===== config.mk =====
export PLATFORM = sky130hd
export DESIGN_NAME = calc_program_feeder_flat
export DESIGN_NICKNAME = d
export VERILOG_FILES = /design/src/rtl/calc_pkg.sv /design/src/rtl/calc_program_feeder_if.sv /design/src/rtl/calc_prog_buffer.sv /design/src/rtl/calc_program_feeder.sv /design/src/flat_wrapper.sv
export SDC_FILE = /design/constraint.sdc
export NUM_CORES = 1
export LEC_CHECK = 0
export CAP_MARGIN = 20
export CORE_MARGIN = 3
export CORE_UTILIZATION = 45
export CTS_BUF_LIST = sky130_fd_sc_hd__clkbuf_4 sky130_fd_sc_hd__clkbuf_8
export DETAILED_ROUTE_END_ITERATION = 7
export PLACE_DENSITY = 0.64
export SKIP_CTS_REPAIR_TIMING = 1
export SYNTH_ARGS = -nofsm -noshare
export SYNTH_HDL_FRONTEND = slang
export SYNTH_SLANG_ARGS = --single-unit
export TNS_END_PERCENT = 5

===== constraint.sdc =====
create_clock -name clk -period 3.8 [get_ports clk]
set_input_delay 0.76 -clock clk [delete_from_list [all_inputs] [get_ports clk]]
set_output_delay 0.76 -clock clk [all_outputs]
set_load 0.005 [all_outputs]

===== src/rtl/calc_pkg.sv =====
// Shared calculator definitions: widths, opcodes, the packed instruction word
// and the feeder FSM states.
package calc_pkg;
  localparam int N_INSTR     = 16;
  localparam int OP_W        = 2;
  localparam int OPND_W      = 8;
  localparam int W           = OP_W + 2 * OPND_W;
  localparam int EXEC_CYCLES = 17;
  localparam int IDX_W       = $clog2(N_INSTR);
  localparam int FILL_W      = $clog2(N_INSTR + 1);

  typedef enum logic [OP_W-1:0] {
    OP_ADD = 2'd0,
    OP_SUB = 2'd1,
    OP_MUL = 2'd2,
    OP_DIV = 2'd3
  } opcode_e;

  typedef struct packed {
    logic [OP_W-1:0]   op;
    logic [OPND_W-1:0] a;
    logic [OPND_W-1:0] b;
  } instr_t;

  typedef enum logic [1:0] {
    S_IDLE   = 2'd0,
    S_ARM    = 2'd1,
    S_STREAM = 2'd2,
    S_WAIT   = 2'd3
  } feeder_state_e;

  function automatic logic [W-1:0] pack_instr(input logic [OP_W-1:0] op,
                                              input logic [OPND_W-1:0] a,
                                              input logic [OPND_W-1:0] b);
    return {op, a, b};
  endfunction

  function automatic instr_t unpack_instr(input logic [W-1:0] w);
    return instr_t'(w);
  endfunction
endpackage


===== src/rtl/calc_program_feeder_if.sv =====
// Host-load port plus calculator-facing outputs of the program feeder.
// The host/bench side is master, the feeder is slave.
interface calc_program_feeder_if;
  import calc_pkg::*;

  logic              wr_valid;
  logic              wr_ready;
  logic [OP_W-1:0]   wr_op;
  logic [OPND_W-1:0] wr_a;
  logic [OPND_W-1:0] wr_b;
  logic              clear;
  logic              start;
  logic [W-1:0]      dout;
  logic              calc_reset;
  logic [FILL_W-1:0] fill;
  logic              busy;
  logic              done;
  logic              start_err;

  modport master (
    output wr_valid, wr_op, wr_a, wr_b, clear, start,
    input  wr_ready, dout, calc_reset, fill, busy, done, start_err
  );

  modport slave (
    input  wr_valid, wr_op, wr_a, wr_b, clear, start,
    output wr_ready, dout, calc_reset, fill, busy, done, start_err
  );
endinterface


===== src/rtl/calc_prog_buffer.sv =====
// Program store: N_INSTR x W register file, one write port, combinational read.
// Contents are not reset; the feeder tracks validity through its fill count.
module calc_prog_buffer
  import calc_pkg::*;
(
  input  logic             clk,
  input  logic             wr_en_i,
  input  logic [IDX_W-1:0] wr_addr_i,
  input  logic [W-1:0]     wr_data_i,
  input  logic [IDX_W-1:0] rd_addr_i,
  output logic [W-1:0]     rd_data_o
);
  logic [W-1:0] mem_q [N_INSTR];

  always_ff @(posedge clk) begin
    if (wr_en_i) mem_q[wr_addr_i] <= wr_data_i;
  end

  assign rd_data_o = mem_q[rd_addr_i];
endmodule


===== src/rtl/calc_program_feeder.sv =====
// Buffers a 16-word program from the host, then resets the calculator, streams
// the program one word per cycle and waits out execution before pulsing done.
module calc_program_feeder
  import calc_pkg::*;
(
  input  logic                  clk,
  input  logic                  reset,
  calc_program_feeder_if.slave  bus
);
  localparam int WCNT_W = $clog2(EXEC_CYCLES + 1);

  feeder_state_e     state_q, state_d;
  logic [FILL_W-1:0] fill_q, fill_d;
  logic [IDX_W-1:0]  idx_q, idx_d, rd_addr;
  logic [WCNT_W-1:0] wcnt_q, wcnt_d;
  logic [W-1:0]      dout_q, dout_d, rd_data;
  logic              calc_reset_q, calc_reset_d;
  logic              busy_q, busy_d;
  logic              done_q, done_d;
  logic              start_err_q, start_err_d;
  logic              wr_ready, wr_en;

  assign wr_ready = (state_q == S_IDLE) && (fill_q < FILL_W'(N_INSTR));

  calc_prog_buffer u_buf (
    .clk       (clk),
    .wr_en_i   (wr_en),
    .wr_addr_i (fill_q[IDX_W-1:0]),
    .wr_data_i (pack_instr(bus.wr_op, bus.wr_a, bus.wr_b)),
    .rd_addr_i (rd_addr),
    .rd_data_o (rd_data)
  );

  // Outputs are registered, so each branch prepares what the next state shows.
  always_comb begin
    state_d      = state_q;
    fill_d       = fill_q;
    idx_d        = idx_q;
    wcnt_d       = wcnt_q;
    dout_d       = '0;
    calc_reset_d = calc_reset_q;
    done_d       = 1'b0;
    start_err_d  = 1'b0;
    wr_en        = 1'b0;
    rd_addr      = idx_q;
    unique case (state_q)
      S_IDLE: begin
        rd_addr = '0;
        if (bus.clear) begin
          fill_d = '0;
        end else if (bus.wr_valid && wr_ready) begin
          wr_en  = 1'b1;
          fill_d = fill_q + 1'b1;
        end
        if (bus.start) begin
          if (!bus.clear && fill_q == FILL_W'(N_INSTR)) begin
            state_d      = S_ARM;
            calc_reset_d = 1'b1;
            dout_d       = rd_data;
          end else begin
            start_err_d = 1'b1;
          end
        end
      end
      S_ARM: begin
        state_d      = S_STREAM;
        idx_d        = '0;
        calc_reset_d = 1'b0;
        rd_addr      = '0;
        dout_d       = rd_data;
      end
      S_STREAM: begin
        if (idx_q == IDX_W'(N_INSTR - 1)) begin
          state_d = S_WAIT;
          wcnt_d  = WCNT_W'(EXEC_CYCLES);
        end else begin
          idx_d   = idx_q + 1'b1;
          rd_addr = idx_q + 1'b1;
          dout_d  = rd_data;
        end
      end
      S_WAIT: begin
        if (wcnt_q == WCNT_W'(1)) begin
          state_d = S_IDLE;
          done_d  = 1'b1;
        end else begin
          wcnt_d = wcnt_q - 1'b1;
        end
      end
      default: state_d = S_IDLE;
    endcase
    busy_d = (state_d != S_IDLE);
  end

  always_ff @(posedge clk or posedge reset) begin
    if (reset) begin
      state_q      <= S_IDLE;
      fill_q       <= '0;
      idx_q        <= '0;
      wcnt_q       <= '0;
      dout_q       <= '0;
      calc_reset_q <= 1'b1;
      busy_q       <= 1'b0;
      done_q       <= 1'b0;
      start_err_q  <= 1'b0;
    end else begin
      state_q      <= state_d;
      fill_q       <= fill_d;
      idx_q        <= idx_d;
      wcnt_q       <= wcnt_d;
      dout_q       <= dout_d;
      calc_reset_q <= calc_reset_d;
      busy_q       <= busy_d;
      done_q       <= done_d;
      start_err_q  <= start_err_d;
    end
  end

  assign bus.wr_ready   = wr_ready;
  assign bus.dout       = dout_q;
  assign bus.calc_reset = calc_reset_q;
  assign bus.fill       = fill_q;
  assign bus.busy       = busy_q;
  assign bus.done       = done_q;
  assign bus.start_err  = start_err_q;
endmodule


===== src/flat_wrapper.sv =====
// flat-port wrapper written by rule: the top's interface ports become plain ports
module calc_program_feeder_flat import calc_pkg::*;
  (clk, reset, bus_wr_valid, bus_wr_op, bus_wr_a, bus_wr_b, bus_clear, bus_start, bus_wr_ready, bus_dout, bus_calc_reset, bus_fill, bus_busy, bus_done, bus_start_err);
  calc_program_feeder_if bus_i ();
  input  logic clk;
  input  logic reset;
  input wire logic [$bits(bus_i.wr_valid)-1:0] bus_wr_valid;
  input wire logic [$bits(bus_i.wr_op)-1:0] bus_wr_op;
  input wire logic [$bits(bus_i.wr_a)-1:0] bus_wr_a;
  input wire logic [$bits(bus_i.wr_b)-1:0] bus_wr_b;
  input wire logic [$bits(bus_i.clear)-1:0] bus_clear;
  input wire logic [$bits(bus_i.start)-1:0] bus_start;
  output wire logic [$bits(bus_i.wr_ready)-1:0] bus_wr_ready;
  output wire logic [$bits(bus_i.dout)-1:0] bus_dout;
  output wire logic [$bits(bus_i.calc_reset)-1:0] bus_calc_reset;
  output wire logic [$bits(bus_i.fill)-1:0] bus_fill;
  output wire logic [$bits(bus_i.busy)-1:0] bus_busy;
  output wire logic [$bits(bus_i.done)-1:0] bus_done;
  output wire logic [$bits(bus_i.start_err)-1:0] bus_start_err;
  assign bus_i.wr_valid = bus_wr_valid;
  assign bus_i.wr_op = bus_wr_op;
  assign bus_i.wr_a = bus_wr_a;
  assign bus_i.wr_b = bus_wr_b;
  assign bus_i.clear = bus_clear;
  assign bus_i.start = bus_start;
  assign bus_wr_ready = bus_i.wr_ready;
  assign bus_dout = bus_i.dout;
  assign bus_calc_reset = bus_i.calc_reset;
  assign bus_fill = bus_i.fill;
  assign bus_busy = bus_i.busy;
  assign bus_done = bus_i.done;
  assign bus_start_err = bus_i.start_err;
  calc_program_feeder u_core (.clk(clk), .reset(reset), .bus(bus_i));
endmodule

**After elaboration in Yosys (flattened, before gate mapping)**

Memory sizes are Yosys's and may differ from the RTL's.
Index checks and enable logic that the tools add are counted.

- $add $sub $neg: 3
- Magnitude comparators: 1
- Eq/ne operators: 10
- Muxes and demuxes: 30
- Reduce and logical (&&, ||, !) cells: 14

Operators with widths:

| cell | count |
|---|---|
| $mux 18 | 3 |
| $pmux 18 s3 | 1 |
| $mux 5 | 4 |
| $pmux 4 s2 | 2 |
| $mux 1 | 12 |
| $pmux 5 s2 | 1 |
| $reduce_bool 2->1 | 5 |
| $mux 2 | 4 |
| $pmux 2 s4 | 1 |
| $ne 2x2->1 const B | 3 |
| $reduce_and 3->1 | 2 |
| $add 5x1->5 const B | 1 |
| $eq 5x1->1 const B | 1 |
| $eq 5x5->1 const B | 1 |
| $lt 5x5->1 const B | 1 |
| $sub 5x1->5 const B | 1 |
| $add 4x1->4 const B | 1 |
| $eq 2x2->1 const B | 2 |
| $eq 4x4->1 const B | 1 |
| $mux 4 | 1 |
| $logic_and 1x1->1 | 3 |
| $eq 2x1->1 const B | 1 |
| $logic_not 2->1 | 1 |
| $ne 2x1->1 const B | 1 |
| 4 further kinds | 4 |

- Flip-flop bits (word level): 38
- Memory bits (writable): 288
- Bits of input ports: 23
- Output and inout port bits: 28
- Logic and storage cells: 68
- Memories kept: 1

Memories:

| name | depth | width | rd ports | clocked after memory_dff | wr ports | line | RTL |
|---|---|---|---|---|---|---|---|
| u_core.u_buf.mem_q | 16 | 18 | 1 | 0 | 1 | calc_prog_buffer.sv:13 | `logic [W-1:0] mem_q [N_INSTR];` |

**Depth between registers and ports, before layout**

Gate-level depths: netlist of the first run.

- Word-level depth: 8
- Mapped depth: 12

**Hierarchy**

Synthesis of the first run repeated with hierarchy kept, for this count alone.

- Cells, all modules: 656
- Area total of the unflattened synthesis: 12893.6 um2

Modules (own cells, without submodules):

| module | times used | cells an instance | area an instance (um2) | seq. area each (um2) |
|---|---|---|---|---|
| calc_prog_buffer | 1 | 464 | 10961.8 | 8648.3 |
| calc_program_feeder | 1 | 192 | 1931.9 | 952.2 |

**Worst setup path after synthesis of the first run**

Ideal clock, no wire load.

- Kind: input to register
- Start point: input port bus_wr_valid
- End point: memory u_core.u_buf.mem_q[2][0] (netlist bit) (enable)
- Library setup time: 0.416 ns
- Arrival time: 2.741 ns
- Required time: 3.384 ns
- Slack: 0.644 ns
- Stages: 5
- Path buffers: 0
- Path through: nor2b_1 -> nand2_1 -> nor2_1 -> nand2_1 -> nor3_1

- Longest elaborated chain between the ends: 6

RTL lines:

| element | line | RTL |
|---|---|---|
| from (decl) | flat_wrapper.sv:7 | `input wire logic [$bits(bus_i.wr_valid)-1:0] bus_wr_valid;` |
| $logic_and 1x1->1 | calc_program_feeder.sv:51 | `end else if (bus.wr_valid && wr_ready) begin` |
| $mux 1 | calc_program_feeder.sv:51 |  |
| $mux 1 | calc_program_feeder.sv:49 | `if (bus.clear) begin` |
| $mux 1 | calc_program_feeder.sv:46 | `unique case (state_q)` |
| $mux 1 | calc_prog_buffer.sv:16 | `if (wr_en_i) mem_q[wr_addr_i] <= wr_data_i;` |
| $mux 1 (not written as such) | calc_prog_buffer.sv:16 |  |
| to (decl) | calc_prog_buffer.sv:13 |  |

No other way between the ends.

**Final worst setup path of the first run**

- Start point: register u_core.state_q[0]
- End point: output port bus_wr_ready

- Longest elaborated chain between the ends: 2

RTL lines:

| element | line | RTL |
|---|---|---|
| from (decl) | calc_program_feeder.sv:12 | `feeder_state_e state_q, state_d;` |
| from (signal assigned) | calc_program_feeder.sv:107 | `state_q <= state_d;` |
| $logic_not 2->1 | calc_program_feeder.sv:23 | `assign wr_ready = (state_q == S_IDLE) && (fill_q < FILL_W'(N_INSTR));` |
| $logic_and 1x1->1 | calc_program_feeder.sv:23 |  |
| to (decl) | flat_wrapper.sv:13 | `output wire logic [$bits(bus_i.wr_ready)-1:0] bus_wr_ready;` |

No other way between the ends.

==> impl_metrics.ini, run 1 <==
[floorplan]
num_io_pins = 51
start_util_pct = 45.9
core_area_um2 = 28900
dieArea_um2 = 31500
die_width_um = 177
rows = 62
chipHeight_um = 177

[worst_setup_path]
cp_cell_sequence = inv_1 > ha_1 > nor2b_1 > clkdlybuf4s50_1
crit_path_max_fanout = 18
crit_required_ps = 3040
r2r_end = u_core.bus.dout[7]
arrival_ps = 2380
cpPeakStageDelay_ps = 530
r2r_cells = 8
path_class = reg -> out
r2r-start = u_core.state_q[0]
slowest_stage = ha_1
critPathLaunchType = register
reg2reg_slack_ps = 790
endpoint_kind = primary output
cp-startpoint = u_core.state_q[0]
crit_path_end = bus_wr_ready

[sta]
hold_slack_ps = 530
setup_violations = 0
tns_ps = 0
finalCritPeriodShare_pct = 82.6
maxSlewHeadroom_pct = 36.7
hold_viol = 0
finalMaxSlewViolations = 0
rsz0062_at_grt = no
fmax_mhz = 318
worst_slack_ps = 660
min_period_ps = 3140
max_slew.worst_pin.slew_ps = 950
fin_skew_ps = 15.9

[logic_synthesis]
synth_ff_type = edfxtp_1
synth_nets = 1045
synthesis.area_um2 = 13200
seq_area_frac_synth_pct = 72.6
synth_cell_type_count = 50
synthArstFlopShare_pct = 11.7
syn-mean-instance-area_um2 = 13.1
ys_warn_count = 0
synth-seq-cells = 326
synth_edf_count = 288
netlist_instances = 1009

[finish]
syn2layout_area_growth_pct = 15.3
final_layout_size_suffix_gt1_share_pct = 13.3
final_cell_mix = edfxtp_1, nand2_1, nand3_1, nor2_1, clkbuf_8
fill_cells = 2405
final_nets = 1118
stdcell_count = 1510
diodes = 0
final_common_cell = edfxtp_1

[power_and_ir_drop]
ir_drop_mv = 0.398
p_leak_nw = 5.23
power.density_nw_per_um2 = 621

[detailed_routing]
dr.pass1.iters = 7
vias = 8450
drt_iter0_drc = 776
ant_nets = 0
totalWireLength_mm = 31.6
routed_via_density = 5.60
drt-wirelength-per-cell_um = 20.9
drc = 0

[cts]
path_clk_slew_ps = 50
cts_max_level = 2
cts_buffers = 53
cts_max_path_buffers = 3
clock-sinks = 326
tritoncts = done
clock_latency_ps = 570
cts-root-buf = clkbuf_8

[worst_hold_path]
min_path_type = reg -> reg

[place]
portBuffers = 50
gp_congestion = 0.824
dp_slack_ps = 578
dp.cells = 1411
dp_hpwl_mm = 18.2

[global_routing]
antenna_found_initial = 1
globalRouteOverflowTotal = 0
grt_pass1_vias = 8244
grt_max_degree = 109
grt_pass1_wl_mm = 48.8
track_usage_pct = 20.2

[flow_run]
timing.max_cap.violations = 0

[run_status]
status = completed
-- worst max-delay path, delay by kind of cell (launching register included) --
kind,cells,cell delay (ps)
flops,1,430
buf+inv,2,660
fa+ha+maj,1,530
simple gates,1,200
-- how the worst min path moves through the flow --
stage	end	cells past startpoint	from
after floorplan	u_core.bus.calc_reset	2	u_core.bus.calc_reset
after global placement	u_core.bus.calc_reset	2	u_core.bus.calc_reset
after detailed placement	u_core.bus.calc_reset	2	u_core.bus.calc_reset
after CTS	u_core.bus.calc_reset	2	u_core.bus.calc_reset
after global routing	u_core.bus.calc_reset	2	u_core.bus.calc_reset
final	u_core.bus.calc_reset	2	u_core.bus.calc_reset
-- cell usage after synthesis (13+ instances only) --
cell | count | share of area, %
edfxtp_1 | 288 | 65
nand3_1 | 84 | 3.2
buf_2 | 30 | 1.1
or3_1 | 18 | 0.85
a21oi_1 | 49 | 1.9
inv_1 | 14 | 0.40
nand4_1 | 23 | 1.1
o21ai_1 | 50 | 1.9
dfrtp_1 | 37 | 7.0
o32a_1 | 17 | 1.3
nor2_1 | 93 | 2.6
o2111ai_1 | 17 | 1.1
clkbuf_1 | 17 | 0.48
nand2_1 | 160 | 4.5
ha_1 | 13 | 1.2
-- report_power, final --
group / internal [mW] / switching (mW)
clock: 1.65 / 1.34
combinational: 0.799 / 1.47
sequential: 4.08 / 0.140
total: 6.53 / 2.94
-- layout make-up --
type | instances | area, µm² | area share [%]
repair buffers | 86 | 808 | 5.30
multi-input cells | 601 | 3250 | 21.3
inverters | 14 | 52.6 | 0.345
clock buffers | 79 | 943 | 6.19
clock inverters | 20 | 115 | 0.755
well taps | 384 | 480 | 3.15
flip-flops and latches | 326 | 9600 | 62.9
-- through the flow --
stage,util (%),total power [mW],area [µm²]
after CTS,52.9,9.55,15300
after floorplan,-,5.81,13200
after global placement,49.2,6.54,14200
after detailed placement,49.2,6.57,14200
after global routing,52.9,9.98,15300
final,52.9,9.48,15300
-- sequential cells by signal, summed over array words and instances (netlist names) --
name                   flops
u_core.state_q             2
u_core.bus.dout           18
u_core.bus.calc_reset      1
u_core.bus.fill            5
u_core.bus.start_err       1
u_core.bus.busy            1
u_core.u_buf.mem_q       288
u_core.idx_q               4
u_core.wcnt_q              5
u_core.bus.done            1
-- cell families (layout without fill, tap and decap cells) --
kind of cell               count (synthesis)  in the layout  synth area share, %
adders and majority gates                 13             13                 1.23
AOI/OAI and AO/OA                        173            173                 8.45
muxes                                      4              4                0.312
DFF                                      326            326                 72.6
buffers and inverters                     82            199                 3.41
and+or+nand+nor                          411            411                 14.0
-- routing by layer --
metal | up-vias | global-route usage [%] | routed length, µm | share of wire (%)
met5 | - | 0 | 9 | 0.028
met4 | 2 | 5.37 | 660 | 2.1
met3 | 50 | 3.77 | 2020 | 6.4
met2 | 280 | 32.1 | 15100 | 48
met1 | 4211 | 28.9 | 13800 | 44
li1 | 3907 | - | - | -
(Power assumes the default switching activity.)
==> inputs of run 2 (changes only) <==
--- a/config.mk
+++ b/config.mk
@@ -10,7 +10,7 @@
 export CORE_UTILIZATION = 45
 export CTS_BUF_LIST = sky130_fd_sc_hd__clkbuf_4 sky130_fd_sc_hd__clkbuf_8
 export DETAILED_ROUTE_END_ITERATION = 7
-export PLACE_DENSITY = 0.64
+export PLACE_DENSITY = 0.66
 export SKIP_CTS_REPAIR_TIMING = 1
 export SYNTH_ARGS = -nofsm -noshare
 export SYNTH_HDL_FRONTEND = slang
==> constraint.sdc (replaced) <==
create_clock -name clk -period 2.8 [get_ports clk]
set_input_delay 0.56 -clock clk [delete_from_list [all_inputs] [get_ports clk]]
set_output_delay 0.56 -clock clk [all_outputs]
set_load 0.005 [all_outputs]
==> impl_metrics.ini, run 2 (same netlist as run 1, synthesis figures left out) <==
[power_and_ir_drop]
p_comb_share_pct = 25.8
power.density_nw_per_um2 = 840
p_int_mw = 9.20
p_sw_share_pct = 30.3
p_sw_mw = 4.00
ir_drop_mv = 0.512
p_seq_share_pct = 43.3
total_power_mw = 13.2
p_leak_nw = 5.43
clock_power_share_pct = 30.9

[floorplan]
core_area_um2 = 28900
start_util_pct = 45.9
die_width_um = 177
dieArea_um2 = 31500
chipHeight_um = 177
num_io_pins = 51
rows = 62

[cts]
clock_latency_ps = 570
cts-root-buf = clkbuf_8
tritoncts = done
cts_max_path_buffers = 3
path_clk_slew_ps = 70
cts_max_level = 2
clock-sinks = 326
cts_buffers = 52

[worst_setup_path]
cp_cell_sequence = inv_1 > ha_4 > nor2b_1 > clkdlybuf4s50_1
crit_path_max_fanout = 12
cp_num_cells = 4
r2r-start = u_core.state_q[0]
path_class = reg -> out
r2r_cells = 10
crit_required_ps = 2240
path_delay_family = buffers and inverters
slowest_stage = clkdlybuf4s50_1
arrival_ps = 2100
path_buf_inv = 2
critPathLaunchType = register
reg2reg_slack_ps = 210
endpoint_kind = primary output
cpPeakStageDelay_ps = 500
cp-startpoint = u_core.state_q[0]

[flow_run]
timing.max_cap.violations = 0

[sta]
rsz0062_at_grt = no
finalCritPeriodShare_pct = 94.9
fin_skew_ps = 9.81
min_period_ps = 2660
hold_slack_ps = 352
worst_slack_ps = 142
finalMaxSlewViolations = 0
fmax_mhz = 376
setup_violations = 0
maxSlewHeadroom_pct = 58.7
hold_viol = 0
max_slew.worst_pin.slew_ps = 611

[place]
dp_slack_ps = 97.1
dp_hpwl_mm = 19.0
gp_congestion = 0.784
portBuffers = 50

[run_status]
status = completed

[global_routing]
globalRouteOverflowTotal = 0
grtUsageMet3_pct = 3.92
grt_pass1_vias = 8274
track_usage_pct = 20.3
grtUsageMet1_pct = 28.3
grtUsageMet2_pct = 32.8
grt_pass1_wl_mm = 48.9
top_usage_layer = met2
antenna_found_initial = 3
grt_max_degree = 44

[finish]
final_cell_mix = edfxtp_1, nand2_1, nand3_1, nor2_1, clkbuf_8
largest_reg_flops = 288
largest-register = u_core.u_buf.mem_q
final_nets = 1140
syn2layout_area_growth_pct = 18.8
final_common_cell = edfxtp_1
multi_input_area_um2 = 3270
regArea_um2 = 9600
diodes = 0
final_layout_size_suffix_gt1_share_pct = 15.3
final_core_util_pct = 54.5
fill_cells = 2352

[detailed_routing]
totalWireLength_mm = 31.9
drc = 0
vias = 8528
dr.pass1.iters = 5
drt-wirelength-per-cell_um = 20.9
drt_iter0_drc = 820
ant_nets = 0
routed_via_density = 5.58

[worst_hold_path]
min_path_type = in -> async
==> run 2: cell type report <==
cell class	instances	area share [%]
Sequential cell	326	61.1
Timing Repair Buffer	109	7.99
Clock buffer	80	6.13
Tap cell	384	3.06
Inverter	14	0.334
Clock inverter	14	0.581
Multi-Input combinational cell	601	20.8
==> run 2: power by group through the flow <==
stage | Clock [mW] | Sequential (mW) | Combinational, mW
4_1_cts | 4.16 | 5.72 | 3.40
6_report | 4.08 | 5.72 | 3.41
3_5_place_dp | 0 | 5.82 | 3.38
3_3_place_gp | 0 | 5.82 | 3.34
5_1_grt | 4.38 | 5.74 | 3.76
2_1_floorplan | 0 | 5.74 | 2.15
==> run 2: worst paths after layout <==
path | to
worst max-delay path | bus_wr_ready
worst min-delay path | u_core.bus.dout[1]
worst max register to register | u_core.bus.dout[15]
worst min register to register | u_core.bus.calc_reset
max in group asynchronous | u_core.bus.calc_reset
min in group clk | u_core.bus.calc_reset
==> run 2: worst reg2reg max path: cells and delay by family (launching register included) <==
kind	cells	cell delay (ps)
buffers and inverters	3	670
adders and majority gates	1	450
and+or+nand+nor	3	280
AOI/OAI and AO/OA	3	710
DFF	1	430
==> run 2: routing by layer <==
metal  wire length (µm)  part of all wire [%]
met1              13700                    43
met2              15500                    49
met3               1930                   6.1
met4                754                   2.4
met5                 41                  0.13
==> run 2: per-stage QoR <==
step           std cells  setup TNS [ps]  instance area [µm²]
6_report            1528               0                15700
5_1_grt             1528               0                15700
4_1_cts             1528           -59.5                15700
3_5_place_dp        1434               0                14600
3_3_place_gp        1434               0                14600
2_1_floorplan       1009          -12440                13200
==> inputs of run 3 (changes only) <==
--- a/config.mk
+++ b/config.mk
@@ -10,6 +10,8 @@
 export CORE_UTILIZATION = 45
 export CTS_BUF_LIST = sky130_fd_sc_hd__clkbuf_4 sky130_fd_sc_hd__clkbuf_8
 export DETAILED_ROUTE_END_ITERATION = 7
+export HOLD_SLACK_MARGIN = 0.1
+export MAX_ROUTING_LAYER = met4
 export PLACE_DENSITY = 0.66
 export SKIP_CTS_REPAIR_TIMING = 1
 export SYNTH_ARGS = -nofsm -noshare
==> impl_metrics.ini, run 3 (same netlist as run 1, synthesis figures left out) <==
[power_and_ir_drop]
power.density_nw_per_um2 = 840
ir_drop_mv = 0.512
p_leak_nw = 5.43

[worst_setup_path]
r2r_cells = 10
crit_required_ps = 2240
path_delay_family = buffers and inverters
reg2reg_slack_ps = 200
crit_path_max_fanout = 12
r2r-start = u_core.state_q[0]
r2r_end = u_core.bus.dout[15]
cpPeakStageDelay_ps = 500
endpoint_kind = primary output
slowest_stage = clkdlybuf4s50_1
critPathLaunchType = register
path_buf_inv = 2
cp_cell_sequence = inv_1 > ha_4 > nor2b_1 > clkdlybuf4s50_1
path_class = reg -> out
arrival_ps = 2100

[detailed_routing]
drt_iter0_drc = 841
dr.pass1.iters = 6
drc = 0
totalWireLength_mm = 32.1
vias = 8476
drt-wirelength-per-cell_um = 21.0
ant_nets = 0
routed_via_density = 5.54

[sta]
finalCritPeriodShare_pct = 95.1
hold_viol = 0
fin_skew_ps = 10.0
rsz0062_at_grt = no
hold_slack_ps = 353
finalMaxSlewViolations = 0
maxSlewHeadroom_pct = 58.7
fmax_mhz = 376
min_period_ps = 2660
setup_violations = 0
max_slew.worst_pin.slew_ps = 611
tns_ps = 0

[global_routing]
grt_max_degree = 44
antenna_found_initial = 3
globalRouteOverflowTotal = 0
track_usage_pct = 20.9
grt_pass1_vias = 8275
grt_pass1_wl_mm = 48.9

[floorplan]
num_io_pins = 51
dieArea_um2 = 31500
chipHeight_um = 177
die_width_um = 177
start_util_pct = 45.9
rows = 62
core_area_um2 = 28900

[finish]
final_cell_mix = edfxtp_1, nand2_1, nand3_1, nor2_1, clkbuf_8
fill_cells = 2348
final_common_cell = edfxtp_1
final_layout_size_suffix_gt1_share_pct = 15.3
regArea_um2 = 9600
largest-register = u_core.u_buf.mem_q
multi_input_area_um2 = 3270
syn2layout_area_growth_pct = 18.8
final_nets = 1140
largest_reg_flops = 288
fin_area_um2 = 15700

[cts]
clock_latency_ps = 570
cts_max_path_buffers = 3
cts_max_level = 2
tritoncts = done
path_clk_slew_ps = 60
cts_buffers = 52
clock-sinks = 326
cts-root-buf = clkbuf_8

[place]
dpl_cell_area_um2 = 14600
portBuffers = 50
gp_congestion = 0.795
dp_hpwl_mm = 19.0

[flow_run]
timing.max_cap.violations = 0

[run_status]
status = completed

[worst_hold_path]
min_path_type = in -> async
run 3: changes by cell type in the layout (fill, tap and decap cells not counted):
cell and delta:
diode_2 +3
run 3: cell type report:
class | instances | share of cell area [%]
sequential | 326 | 61.1
multi-input combinational | 601 | 20.8
timing repair buffer | 109 | 7.99
clock buffer | 80 | 6.13
tap | 384 | 3.06
clock inverter | 14 | 0.581
inverter | 14 | 0.334
antenna | 3 | 0.0477
run 3: power breakdown:
| part | leakage, nW | total [mW] | internal (mW) | switching [mW] |
|---|---|---|---|---|
| sequential | 3.09 | 5.72 | 5.54 | 0.182 |
| clock | 0.570 | 4.07 | 2.28 | 1.80 |
| combinational | 1.77 | 3.42 | 1.39 | 2.03 |
run 3: layer usage:
layer | wire length (µm) | GRT usage [%] | up-vias
met2 | 15500 | 32.8 | 260
li1 | - | - | 3969
met5 | 0 | - | -
met4 | 745 | 5.69 | 0
met3 | 2020 | 3.92 | 64
met1 | 13900 | 28.4 | 4183
run 3: worst max path at each step:
stage                      start  cells after the start                  endpoint  slack (ps)
2_1_floorplan  u_core.state_q[0]                      7  u_core.u_buf.mem_q[3][0]        -230
3_3_place_gp           bus_clear                      8        u_core.bus.dout[2]         200
3_5_place_dp           bus_clear                      8        u_core.bus.dout[2]         100
4_1_cts        u_core.state_q[0]                      4              bus_wr_ready         -60
5_1_grt        u_core.state_q[0]                      8       u_core.bus.dout[12]          10
6_report       u_core.state_q[0]                      4              bus_wr_ready         140
run 3: worst reg2reg max path: stages (launching register included):
cell and delay (ps):
dfrtp_1 430, inv_1 210, ha_1 440, a21oi_1 170, a31oi_4 260, buf_12 240, buf_4 210, nor2_1 50
o21ai_0 270, nand3_1 110, nand4_1 130
run 3: stage by stage:
step / std cells / util [%] / setup slack, ps / total power, mW
floorplan: 1009 / - / -231 / 7.89
global placement: 1434 / 50.8 / 196 / 9.16
detailed placement: 1434 / 50.8 / 97.1 / 9.20
CTS: 1528 / 54.4 / -59.5 / 13.3
global route: 1531 / 54.5 / 11.3 / 13.9
finish: 1531 / 54.5 / 138 / 13.2
